### src/rtl/dma_mem2mem_sequencer.sv
// Memory-to-memory DMA sequencer: read a word into the temp register,
// then write it out, advancing source/destination per word.
module dma_mem2mem_sequencer #(
   parameter int ADDR_W = 16,
   parameter int CNT_W  = 16
) (
   input  logic              clk,
   input  logic              reset,
   input  logic              start,
   input  logic [ADDR_W-1:0] src_addr,
   input  logic [ADDR_W-1:0] dst_addr,
   input  logic [CNT_W-1:0]  word_count,
   input  logic              src_dec,
   input  logic              src_hold,
   input  logic              dst_dec,
   input  logic              ready,
   output logic [ADDR_W-1:0] addr_out,
   output logic              memr_n,
   output logic              memw_n,
   output logic              temp_counts,
   output logic              busy,
   output logic              tc,
   output logic [CNT_W-1:0]  words_done
);

   typedef enum logic [2:0] {
      IDLE,
      READ,
      HOLD,
      WRITE,
      DONE
   } state_t;

   state_t            state;
   logic [ADDR_W-1:0] src_cur;
   logic [ADDR_W-1:0] dst_cur;
   logic [CNT_W-1:0]  remaining;
   logic              src_dec_q;
   logic              src_hold_q;
   logic              dst_dec_q;
   logic [ADDR_W-1:0] src_nxt;
   logic [ADDR_W-1:0] dst_nxt;

   // Next source/destination addresses, modulo 2^ADDR_W.
   always_comb begin
      src_nxt = src_cur;
      if (!src_hold_q) begin
         if (src_dec_q) src_nxt = src_cur - ADDR_W'(1);
         else           src_nxt = src_cur + ADDR_W'(1);
      end
      if (dst_dec_q) dst_nxt = dst_cur - ADDR_W'(1);
      else           dst_nxt = dst_cur + ADDR_W'(1);
   end

   // Sequencer FSM; each transition loads the outputs of the state it enters.
   always_ff @(posedge clk) begin
      tc <= 1'b0;
      if (reset) begin
         state       <= IDLE;
         src_cur     <= '0;
         dst_cur     <= '0;
         remaining   <= '0;
         src_dec_q   <= 1'b0;
         src_hold_q  <= 1'b0;
         dst_dec_q   <= 1'b0;
         addr_out    <= '0;
         memr_n      <= 1'b1;
         memw_n      <= 1'b1;
         temp_counts <= 1'b1;
         busy        <= 1'b0;
         words_done  <= '0;
      end else begin
         unique case (state)
            IDLE: begin
               if (start) begin
                  src_cur    <= src_addr;
                  dst_cur    <= dst_addr;
                  remaining  <= word_count;
                  src_dec_q  <= src_dec;
                  src_hold_q <= src_hold;
                  dst_dec_q  <= dst_dec;
                  words_done <= '0;
                  busy       <= 1'b1;
                  if (word_count != '0) begin
                     state    <= READ;
                     addr_out <= src_addr;
                     memr_n   <= 1'b0;
                  end else begin
                     state <= DONE;
                     tc    <= 1'b1;
                  end
               end
            end
            READ: begin
               if (ready) begin
                  state       <= HOLD;
                  addr_out    <= dst_cur;
                  memr_n      <= 1'b1;
                  temp_counts <= 1'b0;
               end
            end
            HOLD: begin
               state  <= WRITE;
               memw_n <= 1'b0;
            end
            WRITE: begin
               if (ready) begin
                  memw_n      <= 1'b1;
                  temp_counts <= 1'b1;
                  words_done  <= words_done + CNT_W'(1);
                  remaining   <= remaining - CNT_W'(1);
                  src_cur     <= src_nxt;
                  dst_cur     <= dst_nxt;
                  if (remaining == CNT_W'(1)) begin
                     state <= DONE;
                     tc    <= 1'b1;
                  end else begin
                     state    <= READ;
                     addr_out <= src_nxt;
                     memr_n   <= 1'b0;
                  end
               end
            end
            DONE: begin
               state <= IDLE;
               busy  <= 1'b0;
            end
            default: begin
               state       <= IDLE;
               memr_n      <= 1'b1;
               memw_n      <= 1'b1;
               temp_counts <= 1'b1;
               busy        <= 1'b0;
            end
         endcase
      end
   end

endmodule

### config.mk
export PLATFORM = sky130hd
export DESIGN_NAME = dma_mem2mem_sequencer
export DESIGN_NICKNAME = d
export VERILOG_FILES = /design/src/rtl/dma_mem2mem_sequencer.sv
export SDC_FILE = /design/constraint.sdc
export NUM_CORES = 1
export LEC_CHECK = 0
export ABC_AREA = 1
export BUFFER_PORTS_ARGS = -buffer_cell sky130_fd_sc_hd__buf_4
export CAP_MARGIN = 10
export CORE_MARGIN = 4
export CORE_UTILIZATION = 55
export CTS_BUF_LIST = sky130_fd_sc_hd__clkbuf_16
export DETAILED_ROUTE_END_ITERATION = 8
export PLACE_DENSITY = 0.8
export RECOVER_POWER = 100
export SETUP_SLACK_MARGIN = 0.02
export SLEW_MARGIN = 15
export SYNTH_ARGS = -nofsm -noshare
export SYNTH_HDL_FRONTEND = slang
export SYNTH_SLANG_ARGS = --single-unit
export TNS_END_PERCENT = 50
### constraint.sdc
create_clock -name clk -period 2.4 [get_ports clk]
set_input_delay 0.24 -clock clk [delete_from_list [all_inputs] [get_ports clk]]
set_output_delay 0.24 -clock clk [all_outputs]
set_load 0.01 [all_outputs]
==> impl_metrics.py <==
metrics = {
    "clocking": {
        "hold_buffers": 0,
        "numCtsBuffers": 9,
        "clock_sinks": 91,
        "ctsResizeCount": 0,
        "clockRootBuffer": "clkbuf_16",
        "clkTransAtPathRegs_ns": 0.07,
        "postCtsSetupBuffers": 0,
        "clockBufferDepth": 2,
        "worstSkewPairLatency_ns": 0.35,
        "htree_num_levels": 3,
        "tritoncts": "built",
    },
    "setup_path": {
        "worstPathRequired_ns": 2.64,
        "reg2reg_slack_ns": 0.26,
        "reg2reg_to": "dst_cur[7]$_SDFFE_PP0P_",
        "r2r_cells": 10,
        "worstPathArrival_ns": 2.38,
        "worstPathMaxFanout": 26,
        "end_kind": "register",
        "r2r_start": "state[2]$_SDFFE_PP0P_",
        "crit_type": "reg -> reg",
        "startpoint_type": "register",
        "path_depth": 10,
        "cpMostUsedCell": "buf_4",
        "cp_num_buf_inv": 5,
        "endpoint": "dst_cur[7]$_SDFFE_PP0P_",
        "slowest_stage": "dfxtp_1",
        "crit_family": "buffers and inverters",
        "crit_chain": "inv_2 -> nand2_1 -> buf_4 -> inv_1 -> nand2_2 -> buf_4 -> buf_4 -> a21oi_1 -> o21ai_0 -> a21oi_1",
        "worstSetupStartpoint": "state[2]$_SDFFE_PP0P_",
        "max_stage_delay_ns": 0.49,
    },
    "power_and_ir_drop": {
        "p_sw_share_pct": 39.18,
        "switching_power_w": 0.002133,
        "seq_power_share_pct": 36.0,
        "p_leak_nw": 3.571,
        "power_frac_clock_pct": 26.2,
        "p_int_w": 0.003311,
        "vdd_drop_max_v": 0.0004659,
        "pwr-share-comb_pct": 37.8,
        "power.density_nw_per_um2": 734.5,
    },
    "die": {
        "die-height_um": 116.5,
        "core_area_um2": 11470,
        "rows": 39,
        "start_util_pct": 56.44,
        "dieArea_um2": 13570,
        "fp.dieW_um": 116.5,
        "io_pins": 92,
    },
    "synthesis": {
        "synthDistinctLibCells": 48,
        "synthXorXnorAreaFrac_pct": 1.624,
        "async_reset_ff_share_pct": 0,
        "synth_top_area_share_pct": 28.15,
        "synth_nets": 1113,
        "syn_inst": 1025,
        "ys_ff_latch": 91,
        "synth_ff_type": "dfxtp_1",
        "synthSimpleGateAreaFrac_pct": 32.61,
        "mappedNetlistArea_um2": 6472,
        "synth_edf_count": 0,
        "synth_seq_area_share_pct": 28.15,
        "synth.area.top_cells": "dfxtp_1 (28%), nand2_1 (14%), a21oi_1 (8.6%)",
        "synth_top_area_cell": "dfxtp_1",
        "synth_top_family_by_area": "simple AND/OR/NAND/NOR gates",
        "yosys_warnings": 0,
        "synth_adder_area_share_pct": 6.611,
        "avgSynthCellArea_um2": 6.315,
        "synth_mux_area_share_pct": 0,
        "synth_compound_area_share_pct": 20.76,
    },
    "place": {
        "portBuffers": 91,
        "post-dp-hpwl_um": 13230,
        "place_congestion": 0.9513,
        "dp_cells": 1238,
    },
    "global_route": {
        "antenna_found_initial": 0,
        "grt_pass1_vias": 6349,
        "grt.overflow.total": 0,
        "grt_pass1_wl_um": 29810,
        "track_usage_pct": 27.12,
        "grt_max_degree": 52,
    },
    "timing": {
        "min_period_ns": 2.137,
        "finalCritPeriodShare_pct": 89.04,
        "skew_ns": 0.006932,
        "rsz0062_at_grt": "no",
        "fmax_mhz": 467.9,
        "tightest_slew_ns": 0.7822,
        "maxSlewViolCount": 0,
        "finalSetupTns_ns": 0,
        "finalSetupViolations": 0,
        "hold_violations": 0,
        "relSlewSlack_pct": 47.66,
    },
    "final_layout": {
        "final_cells": 1254,
        "most-common-layout-cells": "nand2_1 (244), inv_1 (121), a21oi_1 (113), nor2_1 (109), dfxtp_1 (91)",
        "diodes": 0,
        "fillCellCount": 1145,
        "nets": 1194,
        "drive_above_1_share_pct": 9.991,
        "final_common_cell": "nand2_1",
        "area_delta_synth_final_pct": 14.52,
    },
    "route": {
        "drc": 0,
        "wl_per_cell_um": 14.17,
        "totalWireLength_um": 17770,
        "dr.pass1.iters": 7,
        "num_vias": 6976,
        "antenna_left": 0,
        "vias_per_cell": 5.563,
        "drt-initial-drc-count": 548,
    },
    "outcome": {
        "outcome": "completed",
    },
    "min_path": {
        "worst_hold_path_type": "in -> reg",
    },
    "flow_run": {
        "cap_violations": 0,
    },
}
## cells by family after synthesis
group | after synthesis
buffers and inverters | 162
and+or+nand+nor | 487
adders and majority gates | 33
DFF | 91
AOI/OAI and AO/OA | 240
xor gates and xnor gates | 12
## worst min-delay path, stage by stage
cell and delay [ns]:
buf_4 0.09, a21oi_1 0.05, a21oi_1 0.10
## synth_stat cells, types with 2 or more instances
cell type    n
nand2_2      5
inv_2        4
nor2_1     109
o21ai_0     70
o211a_1      2
a21oi_1    111
o211ai_1     7
o21ai_1      6
fa_1         2
nor2_2       2
nand3b_1     3
and2_1       2
nor2_4       3
nor4_1       3
a22o_1       8
nand4_1     19
nand2_1    242
nand3_1     71
xor2_1       7
xnor2_1      5
or2_2        8
a21oi_2      4
buf_2       17
a31oi_1     10
dfxtp_1     91
buf_6        3
o22ai_1      4
a22oi_1      6
inv_1      118
buf_4        3
a211oi_1     4
clkbuf_1    16
nor3_1      13
nor3b_1      2
ha_1        31
o21a_1       2
## worst min-delay path by stage
stage                                  start                         to  slack (ns)  depth (start not counted)
finish                         word_count[4]  remaining[4]$_SDFFE_PP0P_        0.17                          3
global route                   word_count[5]  remaining[5]$_SDFFE_PP0P_        0.18                          3
CTS                                  dst_dec     dst_dec_q$_SDFFE_PP0P_        0.16                          3
detailed placement       memr_n$_SDFFE_PP1P_        memr_n$_SDFFE_PP1P_        0.47                          2
global placement    temp_counts$_SDFFE_PP1P_   temp_counts$_SDFFE_PP1P_        0.46                          2
floorplan                        dst_addr[2]    dst_cur[2]$_SDFFE_PP0P_        0.40                          2
## cell type report
type | instances | area [um2] | share of cell area (%)
Clock buffer | 9 | 225.2 | 3.038
Timing Repair Buffer | 109 | 685.7 | 9.251
Clock inverter | 7 | 68.82 | 0.9284
Inverter | 123 | 461.7 | 6.229
Tap cell | 143 | 178.9 | 2.414
Sequential cell | 91 | 1822 | 24.58
Multi-Input combinational cell | 772 | 3970 | 53.56
## registers in the layout (all words and copies together), names as in the netlist
name         cells
dst_cur         16
src_dec_q        1
src_cur         16
tc               1
memw_n           1
src_hold_q       1
addr_out        16
memr_n           1
remaining       16
dst_dec_q        1
temp_counts      1
state            3
busy             1
words_done      16
## power groups by stage
| stage | registers [W] | logic, W | clock network [W] |
|---|---|---|---|
| 2_1_floorplan | 0.00197 | 0.00151 | 0 |
| 3_5_place_dp | 0.00199 | 0.00212 | 0 |
| 3_3_place_gp | 0.00199 | 0.00210 | 0 |
| 5_1_grt | 0.00199 | 0.00235 | 0.00150 |
| 4_1_cts | 0.00196 | 0.00213 | 0.00144 |
| 6_report | 0.00196 | 0.00206 | 0.00143 |
## per-stage QoR
step | power [W] | setup slack (ns) | util, % | hold WS, ns | instance area [um2]
floorplan | 0.003481 | 0.4698 | - | 0.4001 | 6472
global placement | 0.004091 | 0.3795 | 63.58 | 0.4575 | 7291
detailed placement | 0.004108 | 0.3698 | 63.58 | 0.4654 | 7291
CTS | 0.005531 | 0.3495 | 66.14 | 0.1628 | 7585
global route | 0.005840 | 0.06590 | 64.64 | 0.1782 | 7412
finish | 0.005444 | 0.2629 | 64.64 | 0.1659 | 7412
## metal layers
layer / up-vias / wire (um) / GRT usage, %
li1: 3576 / - / -
met1: 3146 / 8176 / 37.70
met2: 222 / 8061 / 42.98
met3: 32 / 1167 / 3.990
met4: 0 / 366 / 9.590
met5: - / 0 / 0
(Power assumes the default switching activity.)
